`config.mk`:
```
export PLATFORM = sky130hd
export DESIGN_NAME = prog_loader
export DESIGN_NICKNAME = d
export VERILOG_FILES = /design/src/rtl/prog_loader_pkg.sv /design/src/rtl/prog_loader.sv
export SDC_FILE = /design/constraint.sdc
export NUM_CORES = 1
export LEC_CHECK = 0
export BUFFER_PORTS_ARGS = -buffer_cell sky130_fd_sc_hd__buf_4
export CORE_MARGIN = 3
export CORE_UTILIZATION = 40
export CTS_BUF_LIST = sky130_fd_sc_hd__clkbuf_8
export DETAILED_ROUTE_END_ITERATION = 10
export GPL_TIMING_DRIVEN = 1
export PLACE_DENSITY = 0.64
export REMOVE_ABC_BUFFERS = 1
export SLEW_MARGIN = 0
export SYNTH_ARGS = -nofsm -noshare
export SYNTH_HDL_FRONTEND = slang
export SYNTH_SLANG_ARGS = --single-unit
```
`constraint.sdc`:
```
create_clock -name clk -period 2.1 [get_ports clk]
set_input_delay 0.42 -clock clk [delete_from_list [all_inputs] [get_ports clk]]
set_output_delay 0.42 -clock clk [all_outputs]
set_load 0.02 [all_outputs]
```
`src/rtl/prog_loader_pkg.sv`:
```
// prog_loader_pkg: state encoding and framing constants for the program loader
package prog_loader_pkg;
  typedef enum logic [2:0] {
    S_IDLE,
    S_LEN_HI,
    S_LEN_LO,
    S_DATA_HI,
    S_DATA_LO,
    S_CKSUM,
    S_DONE,
    S_ERR
  } state_t;
  localparam logic [7:0] SYNC_BYTE_DEF = 8'hA5;
  localparam logic [7:0] LEN_HI_MASK   = 8'hFC;
endpackage

```
`src/rtl/prog_loader.sv`:
```
// prog_loader: framed byte stream to 16-bit program memory writes, holds CPU in reset until checksum OK
import prog_loader_pkg::*;

module prog_loader #(
  parameter int         ADDR_W    = 10,
  parameter int         DATA_W    = 16,
  parameter logic [7:0] SYNC_BYTE = SYNC_BYTE_DEF
) (
  input  logic              clk,
  input  logic              reset,
  input  logic [7:0]        in_data,
  input  logic              in_valid,
  output logic              in_ready,
  output logic              mem_we,
  output logic [ADDR_W-1:0] mem_addr,
  output logic [DATA_W-1:0] mem_wd,
  output logic              cpu_reset,
  output logic              load_done,
  output logic              load_err
);
  state_t              r_state, w_next;
  logic                r_en;
  logic                r_we;
  logic [ADDR_W-1:0]   r_addr;
  logic [DATA_W-1:0]   r_wd;
  logic                r_cpu_rst;
  logic                r_done;
  logic                r_err;
  logic [ADDR_W-1:0]   r_cnt;
  logic [9:0]          r_len;
  logic [7:0]          r_hi;
  logic [7:0]          r_ck;
  logic                w_hs;
  logic                w_sync;
  logic                w_bad_len;
  logic                w_last;
  logic                w_ck_ok;
  assign in_ready  = r_en & ~r_we;
  assign w_hs      = in_valid & in_ready;
  assign w_sync    = in_data == SYNC_BYTE;
  assign w_bad_len = |(in_data & LEN_HI_MASK);
  assign w_last    = r_cnt == ADDR_W'(r_len - 10'd1);
  assign w_ck_ok   = in_data == r_ck;
  assign mem_we    = r_we;
  assign mem_addr  = r_addr;
  assign mem_wd    = r_wd;
  assign cpu_reset = r_cpu_rst;
  assign load_done = r_done;
  assign load_err  = r_err;
  // state register
  always_ff @(posedge clk or negedge reset) begin
    if (!reset) r_state <= S_IDLE;
    else        r_state <= w_next;
  end
  // next state: every transition is gated by an accepted byte
  always_comb begin
    w_next = r_state;
    if (w_hs) begin
      case (r_state)
        S_IDLE, S_DONE, S_ERR: w_next = w_sync ? S_LEN_HI : r_state;
        S_LEN_HI:              w_next = w_bad_len ? S_ERR : S_LEN_LO;
        S_LEN_LO:              w_next = |{r_len[9:8], in_data} ? S_DATA_HI : S_CKSUM;
        S_DATA_HI:             w_next = S_DATA_LO;
        S_DATA_LO:             w_next = w_last ? S_CKSUM : S_DATA_HI;
        S_CKSUM:               w_next = w_ck_ok ? S_DONE : S_ERR;
        default:               w_next = S_IDLE;
      endcase
    end
  end
  // datapath: length, word index, xor accumulator, write strobe and status flags
  always_ff @(posedge clk or negedge reset) begin
    if (!reset) begin
      r_en      <= 1'b0;
      r_we      <= 1'b0;
      r_addr    <= '0;
      r_wd      <= '0;
      r_cpu_rst <= 1'b1;
      r_done    <= 1'b0;
      r_err     <= 1'b0;
      r_cnt     <= '0;
      r_len     <= '0;
      r_hi      <= '0;
      r_ck      <= '0;
    end else begin
      r_en <= 1'b1;
      r_we <= 1'b0;
      if (w_hs) begin
        case (r_state)
          S_IDLE, S_DONE, S_ERR: begin
            if (w_sync) begin
              r_cpu_rst <= 1'b1;
              r_done    <= 1'b0;
              r_err     <= 1'b0;
              r_cnt     <= '0;
              r_ck      <= '0;
            end
          end
          S_LEN_HI: begin
            r_len[9:8] <= in_data[1:0];
            if (w_bad_len) r_err <= 1'b1;
          end
          S_LEN_LO: r_len[7:0] <= in_data;
          S_DATA_HI: begin
            r_hi <= in_data;
            r_ck <= r_ck ^ in_data;
          end
          S_DATA_LO: begin
            r_we   <= 1'b1;
            r_addr <= r_cnt;
            r_wd   <= DATA_W'({r_hi, in_data});
            r_cnt  <= r_cnt + ADDR_W'(1);
            r_ck   <= r_ck ^ in_data;
          end
          S_CKSUM: begin
            if (w_ck_ok) begin
              r_done    <= 1'b1;
              r_cpu_rst <= 1'b0;
            end else begin
              r_err <= 1'b1;
            end
          end
          default: ;
        endcase
      end
    end
  end
endmodule

```
==> results_dict.tcl, run 1 <==
set metrics [dict create \
    yosysWarnings 0 \
    antenna_found_initial 0 \
    antenna_left 0 \
    fin_crit_sh 0.983 \
    die_area_um2 10600 \
    r2r_setup_slack_ns 0.04 \
    power_density_nw_per_um2 1330 \
    power.leakage_nw 2.22 \
    cts_tree "yes" \
    synthCells 417 \
    crit_path_end_kind "register" \
    critPathRequiredTime_ns 2.39 \
    cts_buffers 9 \
    routed_wl_mm 9.71 \
    r2r_end "r_state[2]$_DFFE_PN0P_" \
    drc 0 \
    dr.pass1.iters 4 \
    cts_root_buf "clkbuf_8" \
    ys_top_cells_by_area "dfrtp_1 (46%), nand2_1 (11%), xor2_1 (4.9%)" \
    startpoint "r_len[0]$_DFFE_PN0P_" \
    final-setup-viol-count 0 \
    crit_end "r_state[2]$_DFFE_PN0P_" \
    core_um2 8930 \
    drt-initial-drc-count 240 \
    antenna_cells 0 \
    path_cells "buf_6 -> nor2_1 -> and3_1 -> o2111ai_1 -> or4_4 -> a31oi_4 -> a221o_1" \
    final_max_slew_viol_count 0 \
    rsz0062_at_grt "yes" \
    fin_cells 584 \
    first_global_vias 3171 \
    yosysSeqAreaShare 0.466 \
    synth_edf_count 0 \
    grt_usage 0.194 \
    cts_sinks 70 \
    p_total_mw 6.13 \
    fin_util 0.516 \
    h-tree-depth 3 \
    finalHoldViolations 1 \
    finClkSkew_ns 0.0120 \
    avgSynthCellArea_um2 9.02 \
    place_inst 566 \
    clock_latency_ns 0.35 \
    post-place-ws_ns -0.0227 \
    reg2reg_from "r_len[0]$_DFFE_PN0P_" \
    nNetsFinal 484 \
    cp_slowest_stage_delay_ns 0.52 \
    vias 3193 \
    hold_buffers 0 \
    yosysTopAreaCellShare 0.459 \
    worst_slack_ns 0.0364 \
    grt_start_max_net_pins 41 \
    startpoint_type "register" \
    fp.dieW_um 103 \
    worstPathArrival_ns 2.36 \
    grt_first_pass_wirelength_mm 15.9 \
    min_path_type "in2async" \
    yosysUniqueCellTypes 53 \
    wl_per_cell_um 16.6 \
    ys_ff_latch 70 \
    whs_ns -0.00102 \
    yosys.area.top_type "dfrtp_1" \
    ir_drop_mv 0.697 \
    portBuffers 41 \
    syn2layout_area_growth_pct 22.6 \
    violations "hold timing" \
    cts.path.max_buffers 2 \
    synth-main-ff-cell "dfrtp_1" \
    async_flop_share 1.00 \
    final.min_clock_period_ns 2.06 \
    crit_path_top_delay_cell "or4_4" \
    clk_pin_slew_ns 0.08 \
    grt-ovfl-total 0 \
    synth_area_um2 3760 \
    drive_above_1_share 0.246 \
    die_h_um 103 \
    maxCapViolCount 0 \
    finalWeightedCongestion 0.918 \
    status "finished with violations" \
    max_freq_ghz 0.485 \
    start_util 0.421 \
    num_rows 34 \
    cp_max_fo 4 \
    critPathKind "reg2reg" \
    place_hpwl_mm 6.66 \
    io_pins 42 \
    viasPerCell 5.47 \
    worstRegToRegCells 7 \
]
[flip-flops by register name, summed over array words and instances (netlist names)]
| register | flops |
|---|---|
| mem_we | 1 |
| mem_wd | 16 |
| r_state | 3 |
| r_cnt | 10 |
| r_en | 1 |
| r_ck | 8 |
| r_len | 10 |
| load_done | 1 |
| mem_addr | 10 |
| r_hi | 8 |
| cpu_reset | 1 |
| load_err | 1 |
[how the worst min path moves through the flow]
stage           from                       to  slack [ns]  depth (start not counted)
4_1_cts        reset  mem_addr[6]$_DFFE_PN0P_        0.02                          1
3_3_place_gp   reset  mem_addr[6]$_DFFE_PN0P_        0.39                          1
5_1_grt        reset  mem_addr[6]$_DFFE_PN0P_        0.03                          1
2_1_floorplan  reset    load_done$_DFFE_PN0P_        0.12                          0
6_report       reset  mem_addr[6]$_DFFE_PN0P_      -0.001                          1
3_5_place_dp   reset  mem_addr[6]$_DFFE_PN0P_        0.40                          1
[repair_timing]
item | CTS | global route
endpoints found under the setup margin | 2 | 2
buffers inserted | 0 | 2
endpoints found under the hold margin | 0 | 0
cloned | 0 | 0
pin swaps | 0 | 5
resized for setup | 2 | 6
[kinds of logic (layout without fill, tap and decap cells)]
kind of cell / count (synthesis) / count (layout) / share of synthesized area
other: 1 / 1 / 0.000997
buffers and inverters: 46 / 105 / 0.0499
DFF: 70 / 70 / 0.466
AOI/OAI and AO/OA: 69 / 69 / 0.137
xor gates and xnor gates: 28 / 28 / 0.0652
muxes: 19 / 19 / 0.0569
adders and majority gates: 2 / 2 / 0.00665
and+or+nand+nor: 182 / 182 / 0.218
[metrics by stage]
| step | TNS, ns | cell area [µm²] |
|---|---|---|
| final | 0 | 4610 |
| after global routing | -0.117 | 4610 |
| after CTS | 0 | 4570 |
| after detailed placement | -0.0371 | 4330 |
| after global placement | 0 | 4330 |
| after floorplan | -7.30 | 3630 |
[worst max-delay path, delay by kind of cell, from the launching register on]
kind | cells | cell delay [ns]
and+or+nand+nor | 3 | 0.98
AOI/OAI and AO/OA | 3 | 0.49
DFF | 1 | 0.41
buffers and inverters | 1 | 0.14
[cells in the mapped netlist (4+ instances only)]
cell type,count
nand2_1,107
dfrtp_1,69
nor2_1,25
clkbuf_1,21
xor2_1,21
a21oi_1,18
mux2_2,15
inv_1,14
o31ai_1,11
o311ai_1,8
o32ai_1,8
nor3_1,7
o21ai_0,7
xnor2_1,7
buf_2,6
nand3_1,6
nand4_1,6
nor4_1,6
or3_1,5
mux2_1,4
nand2b_1,4
[cell type report]
cell class,count,area [µm²]
timing repair buffer,74,584
clock buffer,10,138
fill,815,4320
clock inverter,6,86.3
tap,108,135
inverter,15,56.3
multi-input combinational,301,1860
sequential,70,1750
[power breakdown]
group	internal (mW)	total (mW)	switching, mW
clock	0.699	1.23	0.534
sequential	1.78	2.18	0.403
combinational	1.24	2.71	1.48
[per-layer routing]
metal	track usage	vias to the layer above	share of wire
li1	-	1534	-
met1	0.246	1566	0.43
met2	0.324	72	0.50
met3	0.0494	21	0.044
met4	0.0657	0	0.027
met5	0	-	0
[cell usage in the layout (no fill, tap or decap), types with 2 or more instances in the layout]
cell and count:
o211ai_1 2, o311ai_1 8, a21o_1 2, inv_2 2, or3_1 5, nand2b_1 4, buf_4 71, o21ai_0 7
bufinv_16 2, mux2_1 4, nand3_1 6, o31ai_1 11, buf_12 2, xnor2_1 7, dfrtp_1 68, and3_1 3
nor2b_1 2, clkinv_4 2, nor3_1 7, and2_1 3, nor2_1 25, a21oi_1 18, o32ai_1 8, nor4_1 5
xor2_1 21, nand2_1 107, mux2_2 15, clkbuf_8 10, inv_1 14, nand4_1 6
(Power assumes the default switching activity.)
==> run 2: changes to the inputs <==
--- a/config.mk
+++ b/config.mk
@@ -7,12 +7,13 @@
 export LEC_CHECK = 0
 export BUFFER_PORTS_ARGS = -buffer_cell sky130_fd_sc_hd__buf_4
 export CORE_MARGIN = 3
-export CORE_UTILIZATION = 40
+export CORE_UTILIZATION = 35
 export CTS_BUF_LIST = sky130_fd_sc_hd__clkbuf_8
 export DETAILED_ROUTE_END_ITERATION = 10
 export GPL_TIMING_DRIVEN = 1
-export PLACE_DENSITY = 0.64
+export PLACE_DENSITY = 0.58
 export REMOVE_ABC_BUFFERS = 1
+export SETUP_SLACK_MARGIN = 0.5
 export SLEW_MARGIN = 0
 export SYNTH_ARGS = -nofsm -noshare
 export SYNTH_HDL_FRONTEND = slang
==> run 2 against run 1 <==
The flow now finishes without violations. Sequential share of layout area down 1.4 points. Clock power down 11%. Combinational power up 2%. Register-to-register slack better by 0.06 ns. Die area up 13%. Final cell count up 6.3%. Worst hold slack better by 0.0018 ns. Cell area up 3.9%. Critical path depth unchanged. First-iteration DRC count down 43%. Clock-buffer cell count down 1. Sequential power up 3%. Critical path type unchanged.
==> results_dict.tcl, run 2 (synthesis gave the netlist of run 1 again) <==
set metrics [dict create \
    final-seq-area_um2 1760 \
    wl_per_cell_um 16.0 \
    hold_buffers 0 \
    r2r_end "r_state[2]$_DFFE_PN0P_" \
    cts_tree "yes" \
    first_global_vias 3218 \
    p_clk_frac 0.179 \
    multiInputGateArea_um2 1930 \
    rsz0062_at_grt "yes" \
    num_rows 37 \
    post-place-ws_ns -0.0351 \
    worstPathArrival_ns 2.30 \
    die_h_um 110 \
    final_common_cell "nand2_1" \
    cts_root_buf "clkbuf_8" \
    p_comb_frac 0.453 \
    critPathKind "reg2reg" \
    die_area_um2 12000 \
    antenna_found_initial 0 \
    power_density_nw_per_um2 1280 \
    place_inst 594 \
    cts_buffers 9 \
    core_um2 10400 \
    portBuffers 41 \
    power.switching_mw 2.55 \
    p_total_mw 6.11 \
    drc 0 \
    start_util 0.363 \
    grt_first_pass_wirelength_mm 16.1 \
    switching_share 0.417 \
    final.min_clock_period_ns 2.00 \
    finalWeightedCongestion 0.848 \
    maxCapViolCount 0 \
    cell_internal_pwr_mw 3.56 \
    worstRegToRegCells 7 \
    grt-ovfl-total 0 \
    layout.cells.most_common_list "nand2_1 (104), buf_4 (74), dfrtp_1 (66)" \
    finClkSkew_ns 0.0150 \
    r2r_setup_slack_ns 0.1 \
    clock_latency_ns 0.36 \
    ir_drop_mv 0.560 \
    crit_path_end_kind "register" \
    worst_slack_ns 0.0951 \
    dr.pass1.iters 4 \
    final_max_slew_viol_count 0 \
    largest_register_ffs 16 \
    status "completed" \
    place_area_um2 4370 \
    clk_pin_slew_ns 0.09 \
    fill_cells 1030 \
    final_area_um2 4790 \
    fin_util 0.462 \
    viasPerCell 5.20 \
    final-setup-viol-count 0 \
    whs_ns 0.000797 \
    io_pins 42 \
    grt_start_max_net_pins 41 \
    antenna_left 0 \
    cp_max_fo 4 \
    startpoint_type "register" \
    fin_crit_sh 0.955 \
    tns_ns 0 \
    vias 3232 \
    antenna_cells 0 \
    finalHoldViolations 0 \
    cts_sinks 70 \
    critPathRequiredTime_ns 2.40 \
    reg2reg_from "r_len[1]$_DFFE_PN0P_" \
    grt_usage 0.173 \
    h-tree-depth 3 \
    power.leakage_nw 2.27 \
    place_hpwl_mm 6.70 \
    pwr-share-seq 0.368 \
    drt-initial-drc-count 137 \
    fp.dieW_um 110 \
    nNetsFinal 493 \
    cts.path.max_buffers 2 \
    min_path_type "in2async" \
    fin_cells 621 \
    max_freq_ghz 0.499 \
    drive_above_1_share 0.297 \
    routed_wl_mm 9.91 \
    syn2layout_area_growth_pct 27.3 \
]
-- run 2: layout make-up --
| class | instances | area share |
|---|---|---|
| clock inverters | 7 | 0.0146 |
| repair buffers | 83 | 0.141 |
| well taps | 136 | 0.0355 |
| multi-input cells | 301 | 0.404 |
| clock buffers | 9 | 0.0259 |
| inverters | 15 | 0.0123 |
| flip-flops and latches | 70 | 0.367 |
-- run 2: power groups by stage --
stage | Combinational, mW | Clock (mW) | Sequential, mW
final | 2.77 | 1.10 | 2.25
after global placement | 2.40 | 0 | 2.20
after CTS | 2.72 | 1.14 | 2.23
after global routing | 3.06 | 1.18 | 2.31
after detailed placement | 2.47 | 0 | 2.23
after floorplan | 1.37 | 0 | 2.37
-- run 2: critical path: stages, from the launching register on --
cell,delay (ns)
dfrtp_1,0.40
buf_6,0.14
nor4_4,0.29
nand3_1,0.12
xnor2_1,0.14
or4_4,0.53
a31oi_4,0.17
a221o_1,0.16
-- run 2: timing repair --
item	in CTS	in global routing
cloned	1	0
pin swaps	9	0
setup endpoints to repair	68	62
setup buffers	8	2
resized for setup	30	7
-- run 2: worst max path at each step --
stage	from	endpoint	slack [ns]	cells after the start
after global routing	r_len[0]$_DFFE_PN0P_	r_state[1]$_DFFE_PN0P_	0.03	8
after CTS	r_len[1]$_DFFE_PN0P_	r_state[2]$_DFFE_PN0P_	0.11	7
after global placement	in_data[6]	r_cnt[9]$_DFFE_PN0P_	0.0008	8
after detailed placement	in_data[6]	r_ck[5]$_DFFE_PN0P_	-0.04	9
after floorplan	r_state[0]$_DFFE_PN0P_	load_err$_DFFE_PN0P_	-0.26	5
final	r_len[1]$_DFFE_PN0P_	r_state[2]$_DFFE_PN0P_	0.1	7
-- run 2: metal layers --
metal  routed length (µm)  track usage  part of all wire
met1                 4520        0.220              0.46
met5                    0            0                 0
met4                  140       0.0552             0.014
met3                  293       0.0323             0.030
met2                 4950        0.296              0.50
